### config.mk
export PLATFORM = sky130hd
export DESIGN_NAME = hit_knockback_ctrl_flat
export DESIGN_NICKNAME = d
export VERILOG_FILES = /design/src/rtl/fighter_pkg.sv /design/src/rtl/hit_knockback_ctrl_if.sv /design/src/rtl/attack_fsm.sv /design/src/rtl/hit_knockback_ctrl.sv /design/src/flat_wrapper.sv
export SDC_FILE = /design/constraint.sdc
export NUM_CORES = 1
export LEC_CHECK = 0
export ABC_AREA = 1
export CAP_MARGIN = 10
export CORE_MARGIN = 1
export CORE_UTILIZATION = 42
export DETAILED_ROUTE_END_ITERATION = 10
export PLACE_DENSITY = 0.77
export SLEW_MARGIN = 10
export SYNTH_ARGS = -nofsm -noshare
export SYNTH_HDL_FRONTEND = slang
export SYNTH_HIERARCHICAL = 1
export SYNTH_SLANG_ARGS = --single-unit
### constraint.sdc
create_clock -name frame_clk -period 4 [get_ports frame_clk]
set_input_delay 0.8 -clock frame_clk [delete_from_list [all_inputs] [get_ports frame_clk]]
set_output_delay 0.8 -clock frame_clk [all_outputs]
set_load 0.05 [all_outputs]
### src/rtl/fighter_pkg.sv
// Shared types, keycodes, arena geometry and arithmetic helpers for the
// fighter combat blocks.
package fighter_pkg;

   typedef enum logic [1:0] {
      IDLE,
      STARTUP,
      ACTIVE,
      RECOVERY
   } atk_state_t;

   localparam logic [7:0] KEY_P1_ATTACK = 8'h09;
   localparam logic [7:0] KEY_P2_ATTACK = 8'h12;

   localparam int Bound_X_Max   = 637;
   localparam int FIGHTER_WIDTH = 125;

   // Health minus damage, computed one bit wider so an underflow clamps to 0.
   function automatic logic [7:0] sat_sub(input logic [7:0] health, input logic [7:0] damage);
      logic [8:0] diff;
      diff = {1'b0, health} - {1'b0, damage};
      return diff[8] ? 8'd0 : diff[7:0];
   endfunction

   // True when any of the four reported USB keycodes matches the key.
   function automatic logic key_down(input logic [7:0] k0, input logic [7:0] k1,
                                     input logic [7:0] k2, input logic [7:0] k3,
                                     input logic [7:0] key);
      return (k0 == key) || (k1 == key) || (k2 == key) || (k3 == key);
   endfunction

endpackage

### src/rtl/hit_knockback_ctrl_if.sv
// Bundle of keyboard/position inputs and combat outputs shared between the
// combat stage and the blocks around it.
interface hit_knockback_ctrl_if;
   logic        [7:0]  keycode_0;
   logic        [7:0]  keycode_1;
   logic        [7:0]  keycode_2;
   logic        [7:0]  keycode_3;
   logic        [9:0]  P1X;
   logic        [9:0]  P2X;
   logic signed [31:0] XDist;
   logic signed [31:0] P1_Knockback;
   logic signed [31:0] P2_Knockback;
   logic        [7:0]  P1_Health;
   logic        [7:0]  P2_Health;
   logic               P1_Attacking;
   logic               P2_Attacking;
   logic               KO;

   modport master (
      output keycode_0, keycode_1, keycode_2, keycode_3, P1X, P2X,
      input  XDist, P1_Knockback, P2_Knockback, P1_Health, P2_Health,
             P1_Attacking, P2_Attacking, KO
   );

   modport slave (
      input  keycode_0, keycode_1, keycode_2, keycode_3, P1X, P2X,
      output XDist, P1_Knockback, P2_Knockback, P1_Health, P2_Health,
             P1_Attacking, P2_Attacking, KO
   );
endinterface

### src/rtl/attack_fsm.sv
// One player's attack sequencer: IDLE -> STARTUP -> ACTIVE -> RECOVERY.
// 'active' means the hitbox is live and has not yet connected this swing.
module attack_fsm
   import fighter_pkg::*;
#(
   parameter int STARTUP_FRAMES  = 4,
   parameter int ACTIVE_FRAMES   = 3,
   parameter int RECOVERY_FRAMES = 8
) (
   input  logic       frame_clk,
   input  logic       Reset,
   input  logic       press,
   input  logic       block,
   input  logic       cancel,
   input  logic       hit,
   output atk_state_t state,
   output logic       active
);

   atk_state_t state_next;
   logic [7:0] phase_cnt;
   logic [7:0] phase_cnt_next;
   logic       hit_done;
   logic       hit_done_next;
   logic       prev_press;
   logic       press_edge;

   assign press_edge = press && !prev_press;
   assign active     = (state == ACTIVE) && !hit_done;

   // State, phase counter, hit latch and key history advance once per frame.
   always_ff @(posedge frame_clk or posedge Reset) begin
      if (Reset) begin
         state      <= IDLE;
         phase_cnt  <= 8'd0;
         hit_done   <= 1'b0;
         prev_press <= 1'b0;
      end else begin
         state      <= state_next;
         phase_cnt  <= phase_cnt_next;
         hit_done   <= hit_done_next;
         prev_press <= press;
      end
   end

   // Each phase reloads the down-counter on entry and moves on when it reads 1.
   always_comb begin
      state_next     = state;
      phase_cnt_next = phase_cnt;
      hit_done_next  = hit_done || hit;
      case (state)
         IDLE: begin
            if (press_edge && !block) begin
               state_next     = STARTUP;
               phase_cnt_next = 8'(STARTUP_FRAMES);
               hit_done_next  = 1'b0;
            end
         end
         STARTUP: begin
            if (cancel) begin
               state_next     = IDLE;
               phase_cnt_next = 8'd0;
            end else if (phase_cnt == 8'd1) begin
               state_next     = ACTIVE;
               phase_cnt_next = 8'(ACTIVE_FRAMES);
            end else begin
               phase_cnt_next = phase_cnt - 8'd1;
            end
         end
         ACTIVE: begin
            if (phase_cnt == 8'd1) begin
               state_next     = RECOVERY;
               phase_cnt_next = 8'(RECOVERY_FRAMES);
            end else begin
               phase_cnt_next = phase_cnt - 8'd1;
            end
         end
         RECOVERY: begin
            if (phase_cnt == 8'd1) begin
               state_next     = IDLE;
               phase_cnt_next = 8'd0;
            end else begin
               phase_cnt_next = phase_cnt - 8'd1;
            end
         end
         default: begin
            state_next     = IDLE;
            phase_cnt_next = 8'd0;
         end
      endcase
   end

endmodule

### src/rtl/hit_knockback_ctrl.sv
// Combat resolution: decodes attack keys, runs both attack sequencers,
// resolves hits from horizontal separation, and owns knockback timers,
// health bars and the KO latch.
module hit_knockback_ctrl
   import fighter_pkg::*;
#(
   parameter int         STARTUP_FRAMES  = 4,
   parameter int         ACTIVE_FRAMES   = 3,
   parameter int         RECOVERY_FRAMES = 8,
   parameter int         REACH           = 160,
   parameter int         DAMAGE          = 10,
   parameter int         MAX_HEALTH      = 100,
   parameter int         KB_FRAMES       = 6,
   parameter int         KB_SPEED        = 3,
   parameter logic [7:0] P1_ATK_KEY      = KEY_P1_ATTACK,
   parameter logic [7:0] P2_ATK_KEY      = KEY_P2_ATTACK
) (
   input logic                 frame_clk,
   input logic                 Reset,
   hit_knockback_ctrl_if.slave bus
);

   localparam logic signed [31:0] KB_LEFT  = -KB_SPEED;
   localparam logic signed [31:0] KB_RIGHT = KB_SPEED;

   atk_state_t p1_state;
   atk_state_t p2_state;
   logic       p1_active;
   logic       p2_active;
   logic       p1_pressed;
   logic       p2_pressed;
   logic       p1_hit;
   logic       p2_hit;
   logic       in_reach;
   logic [9:0] x_diff;
   logic [31:0] p2_far_edge;
   logic [7:0] p1_kb;
   logic [7:0] p2_kb;
   logic [7:0] p1_health;
   logic [7:0] p2_health;
   logic [7:0] p1_health_next;
   logic [7:0] p2_health_next;
   logic       ko;

   assign x_diff    = bus.P2X - bus.P1X;
   assign bus.XDist = {{22{x_diff[9]}}, x_diff};
   assign in_reach  = (bus.XDist <= REACH);

   assign p1_pressed = key_down(bus.keycode_0, bus.keycode_1, bus.keycode_2, bus.keycode_3, P1_ATK_KEY);
   assign p2_pressed = key_down(bus.keycode_0, bus.keycode_1, bus.keycode_2, bus.keycode_3, P2_ATK_KEY);

   assign p1_hit = p1_active && in_reach;
   assign p2_hit = p2_active && in_reach;

   attack_fsm #(
      .STARTUP_FRAMES (STARTUP_FRAMES),
      .ACTIVE_FRAMES  (ACTIVE_FRAMES),
      .RECOVERY_FRAMES(RECOVERY_FRAMES)
   ) u_p1_fsm (
      .frame_clk(frame_clk),
      .Reset    (Reset),
      .press    (p1_pressed),
      .block    ((p1_kb != 8'd0) || ko),
      .cancel   (p2_hit),
      .hit      (p1_hit),
      .state    (p1_state),
      .active   (p1_active)
   );

   attack_fsm #(
      .STARTUP_FRAMES (STARTUP_FRAMES),
      .ACTIVE_FRAMES  (ACTIVE_FRAMES),
      .RECOVERY_FRAMES(RECOVERY_FRAMES)
   ) u_p2_fsm (
      .frame_clk(frame_clk),
      .Reset    (Reset),
      .press    (p2_pressed),
      .block    ((p2_kb != 8'd0) || ko),
      .cancel   (p1_hit),
      .hit      (p2_hit),
      .state    (p2_state),
      .active   (p2_active)
   );

   // Health after this frame's hits; a victim is hit by the other player's swing.
   always_comb begin
      p1_health_next = p1_health;
      p2_health_next = p2_health;
      if (p2_hit) p1_health_next = sat_sub(p1_health, 8'(DAMAGE));
      if (p1_hit) p2_health_next = sat_sub(p2_health, 8'(DAMAGE));
   end

   // Health, knockback timers and the KO latch; a fresh hit reloads the timer.
   always_ff @(posedge frame_clk or posedge Reset) begin
      if (Reset) begin
         p1_health <= 8'(MAX_HEALTH);
         p2_health <= 8'(MAX_HEALTH);
         p1_kb     <= 8'd0;
         p2_kb     <= 8'd0;
         ko        <= 1'b0;
      end else begin
         p1_health <= p1_health_next;
         p2_health <= p2_health_next;
         if (p2_hit)              p1_kb <= 8'(KB_FRAMES);
         else if (p1_kb != 8'd0)  p1_kb <= p1_kb - 8'd1;
         if (p1_hit)              p2_kb <= 8'(KB_FRAMES);
         else if (p2_kb != 8'd0)  p2_kb <= p2_kb - 8'd1;
         ko <= ko || (p1_health_next == 8'd0) || (p2_health_next == 8'd0);
      end
   end

   assign p2_far_edge = {22'd0, bus.P2X} + 32'(FIGHTER_WIDTH + KB_SPEED);

   assign bus.P1_Knockback = ((p1_kb != 8'd0) && ({22'd0, bus.P1X} > 32'(KB_SPEED))) ? KB_LEFT : 32'sd0;
   assign bus.P2_Knockback = ((p2_kb != 8'd0) && (p2_far_edge < 32'(Bound_X_Max)))   ? KB_RIGHT : 32'sd0;

   assign bus.P1_Health    = p1_health;
   assign bus.P2_Health    = p2_health;
   assign bus.P1_Attacking = (p1_state == ACTIVE);
   assign bus.P2_Attacking = (p2_state == ACTIVE);
   assign bus.KO           = ko;

endmodule
### src/flat_wrapper.sv
// flat-port wrapper written by rule: the top's interface ports become plain ports
module hit_knockback_ctrl_flat import fighter_pkg::*;
#(
   parameter int         STARTUP_FRAMES  = 4,
   parameter int         ACTIVE_FRAMES   = 3,
   parameter int         RECOVERY_FRAMES = 8,
   parameter int         REACH           = 160,
   parameter int         DAMAGE          = 10,
   parameter int         MAX_HEALTH      = 100,
   parameter int         KB_FRAMES       = 6,
   parameter int         KB_SPEED        = 3,
   parameter logic [7:0] P1_ATK_KEY      = KEY_P1_ATTACK,
   parameter logic [7:0] P2_ATK_KEY      = KEY_P2_ATTACK
)
  (frame_clk, Reset, bus_keycode_0, bus_keycode_1, bus_keycode_2, bus_keycode_3, bus_P1X, bus_P2X, bus_XDist, bus_P1_Knockback, bus_P2_Knockback, bus_P1_Health, bus_P2_Health, bus_P1_Attacking, bus_P2_Attacking, bus_KO);
  hit_knockback_ctrl_if bus_i ();
  input logic frame_clk;
  input logic Reset;
  input wire logic [$bits(bus_i.keycode_0)-1:0] bus_keycode_0;
  input wire logic [$bits(bus_i.keycode_1)-1:0] bus_keycode_1;
  input wire logic [$bits(bus_i.keycode_2)-1:0] bus_keycode_2;
  input wire logic [$bits(bus_i.keycode_3)-1:0] bus_keycode_3;
  input wire logic [$bits(bus_i.P1X)-1:0] bus_P1X;
  input wire logic [$bits(bus_i.P2X)-1:0] bus_P2X;
  output wire logic [$bits(bus_i.XDist)-1:0] bus_XDist;
  output wire logic [$bits(bus_i.P1_Knockback)-1:0] bus_P1_Knockback;
  output wire logic [$bits(bus_i.P2_Knockback)-1:0] bus_P2_Knockback;
  output wire logic [$bits(bus_i.P1_Health)-1:0] bus_P1_Health;
  output wire logic [$bits(bus_i.P2_Health)-1:0] bus_P2_Health;
  output wire logic [$bits(bus_i.P1_Attacking)-1:0] bus_P1_Attacking;
  output wire logic [$bits(bus_i.P2_Attacking)-1:0] bus_P2_Attacking;
  output wire logic [$bits(bus_i.KO)-1:0] bus_KO;
  assign bus_i.keycode_0 = bus_keycode_0;
  assign bus_i.keycode_1 = bus_keycode_1;
  assign bus_i.keycode_2 = bus_keycode_2;
  assign bus_i.keycode_3 = bus_keycode_3;
  assign bus_i.P1X = bus_P1X;
  assign bus_i.P2X = bus_P2X;
  assign bus_XDist = bus_i.XDist;
  assign bus_P1_Knockback = bus_i.P1_Knockback;
  assign bus_P2_Knockback = bus_i.P2_Knockback;
  assign bus_P1_Health = bus_i.P1_Health;
  assign bus_P2_Health = bus_i.P2_Health;
  assign bus_P1_Attacking = bus_i.P1_Attacking;
  assign bus_P2_Attacking = bus_i.P2_Attacking;
  assign bus_KO = bus_i.KO;
  hit_knockback_ctrl #(.STARTUP_FRAMES(STARTUP_FRAMES), .ACTIVE_FRAMES(ACTIVE_FRAMES), .RECOVERY_FRAMES(RECOVERY_FRAMES), .REACH(REACH), .DAMAGE(DAMAGE), .MAX_HEALTH(MAX_HEALTH), .KB_FRAMES(KB_FRAMES), .KB_SPEED(KB_SPEED), .P1_ATK_KEY(P1_ATK_KEY), .P2_ATK_KEY(P2_ATK_KEY)) u_core (.frame_clk(frame_clk), .Reset(Reset), .bus(bus_i));
endmodule
==> impl_metrics.toml <==
[detailed_routing]
ant_nets = 0
drt-pass1-iter-count = 5
postRouteWirelength_um = 11000
drc = 0
wire_per_inst_um = 12.2
viasPerCell = 4.79
dr.first_iter.drc_count = 200
num_vias = 4322

[cts]
cts-resized-gates = 0
root_buffer = "clkbuf_16"
cts_made_buffers = 9
postCtsHoldBufs = 0
clockBufferDepth = 2
post_cts_buffers = 0
cts_tree = "yes"
h-tree-depth = 3
clk_latency_ns = 0.33
clk_pin_slew_worst_paths_ns = 0.06
cts_sinks = 57

[logic_synthesis]
synthesis.area_sq_um = 4820
synth-edff-count = 0
ys_ff_latch = 57
yosys_warnings = 6
yosysSeqAreaShare_pct = 29.8
synthArstFlopShare_pct = 100
synth_area_per_cell_sq_um = 7.28
synth_cell_types = 44
synth_ff_type = "dfrtp_1"
synth_cells = 662

[placed_design]
placedCellCount = 887
gp_congestion = 0.856
place_area_sq_um = 6420
io_buffers = 137
dp_hpwl_um = 8600
place_ws_ns = 0.131

[power]
finalPower_mw = 2.82
peakVddDrop_mv = 0.322
p_per_area_nw_per_um2 = 420
p_leak_nw = 3.41

[cells_and_area]
mostFrequentLayoutCells = "nand2_1 (131), inv_1 (99), clkdlybuf4s50_1 (76)"
drive_above_1_share_pct = 18.9
nNetsFinal = 830
fill_cells = 900
area_growth_pct = 39.6
finish.instance_area_sq_um = 6720
post-route-util_pct = 61.2
final_cells = 903
antennaDiodeCount = 0
mostFrequentLayoutCell = "nand2_1"

[floorplanning]
die_h_um = 109
num_io_pins = 169
core_area_sq_um = 11000
die-area_sq_um = 11900
rows = 38
start_util_pct = 43.9
die_x_um = 109

[worst_setup_path]
path_cells = "clkdlybuf4s50_1, inv_1, ha_1, nand2_1, nor2_1, nand2_1, nand3_2, nand2_4, o211ai_2, nand2_2, inv_1, buf_12, buf_12"
path_max_fanout = 23
endpoint_kind = "output port"
crit_path_start_kind = "input pin"
critPathBufInv = 5
max_stage_delay_ns = 0.48
cpLargestDelayFamily = "buffers and inverters"
arrival_ns = 2.96
crit_slowest_cell = "clkdlybuf4s50_1"
required_ns = 3.20
path_class = "in2out"

[sta]
worst_slack_ns = 0.241
hold_viol_final = 0
rsz0062_at_grt = "false"
tightest_slew_ns = 0.881
whs_ns = 0.501
fin_skew_ns = 0.0105
report.final.slew_viol_count = 0
fmax_ghz = 0.266
fin_crit_sh_pct = 94.0
slew_headroom_pct = 41.7
setup_tns_ns = 0
min_period_ns = 3.76
setup_viol = 0

[global_route]
grt_pass1_wl_um = 18100
grt_overflow_total = 0
grt_max_degree = 34
grt_pass1_vias = 4014
grt_usage_pct = 19.1
grt_antenna_before_repair = 0

[min_path]
hp-class = "reg2reg"

[job]
max_cap_viol_count = 0

[run_status]
outcome = "complete, no violations"
[cell type report]
class	count	area, sq um	area share, %
clock buffers	10	239	3.55
clock inverters	6	67.6	1.01
inverters	108	408	6.07
multi-input cells	439	2420	36.0
flip-flops and latches	57	1430	21.3
well taps	140	175	2.61
repair buffers	143	1980	29.4
[worst min-delay path, cell delays in order, from the launching register on]
cell     delay [ns]
dfrtp_1        0.35
nand2_1        0.07
inv_1          0.05
[power breakdown]
part	total, mW	switching [mW]	leakage [nW]	internal [mW]
Sequential	0.748	0.0739	0.728	0.674
Combinational	1.30	0.762	2.54	0.539
Clock	0.775	0.276	0.145	0.499
[state kept, by name (all words and copies together) (netlist names), 8 cells and up, named ones only]
| signal | count |
|---|---|
| u_core/p1_kb | 8 |
| u_core/u_p2_fsm/phase_cnt | 8 |
| u_core/p2_kb | 8 |
| u_core/bus.P2_Health | 8 |
| u_core/u_p1_fsm/phase_cnt | 8 |
| u_core/bus.P1_Health | 8 |
[worst paths after layout]
kind / startpoint / to / slack (ns) / depth (start not counted)
setup / recovery: bus_P1X[3] / bus_XDist[27] / 0.24 / 13
hold / removal: u_core/bus.P2_Health[0]$_DFF_PP0_ / u_core/bus.P2_Health[0]$_DFF_PP0_ / 0.50 / 2
setup reg to reg: u_core/p1_kb[0]$_DFFE_PP0P_ / u_core/u_p1_fsm/phase_cnt[2]$_DFFE_PP0N_ / 1.64 / 11
hold reg to reg: u_core/bus.P2_Health[0]$_DFF_PP0_ / u_core/bus.P2_Health[0]$_DFF_PP0_ / 0.50 / 2
max in group asynchronous: Reset / u_core/bus.P1_Health[6]$_DFF_PP1_ / 2.74 / 3
min in group asynchronous: Reset / u_core/u_p1_fsm/phase_cnt[4]$_DFFE_PP0N_ / 0.84 / 2
[Yosys cell counts, types with 3 or more instances]
master / number / area [sq um]
inv_1: 99 / 372
a21oi_1: 15 / 75.1
buf_6: 3 / 33.8
o21ai_1: 6 / 30.0
ha_1: 17 / 213
or4_1: 5 / 37.5
o21ai_2: 8 / 70.1
nand2_1: 131 / 492
buf_4: 84 / 631
o211ai_1: 10 / 75.1
nand4_1: 10 / 62.6
o211ai_2: 3 / 37.5
nand2_4: 5 / 56.3
nand3_1: 42 / 210
xor2_1: 13 / 114
nand2_2: 12 / 75.1
dfrtp_1: 51 / 1280
nor2_1: 69 / 259
dfstp_2: 6 / 158
o21ai_0: 11 / 55.1
nor4_1: 5 / 31.3
xnor2_1: 5 / 43.8
inv_2: 7 / 26.3
nor3_1: 8 / 40.0
nand3_2: 7 / 70.1
[layer usage]
layer	track usage [%]	wire (um)	vias to the layer above
met3	4.00	758	13
li1	-	-	2180
met4	5.12	148	0
met1	23.1	4780	1971
met2	34.1	5330	158
met5	0	0	-
[cells by family after synthesis]
family | after synthesis | share of synthesized area [%]
flip-flops | 57 | 29.8
AND/OR/NAND/NOR | 310 | 30.8
adder cells (fa/ha/maj) | 18 | 4.83
XOR/XNOR | 18 | 3.27
other | 1 | 0.0778
AO/OA/AOI/OAI | 62 | 8.88
buffers and inverters | 196 | 22.4
Note: power is estimated with default switching activity, not from simulation.
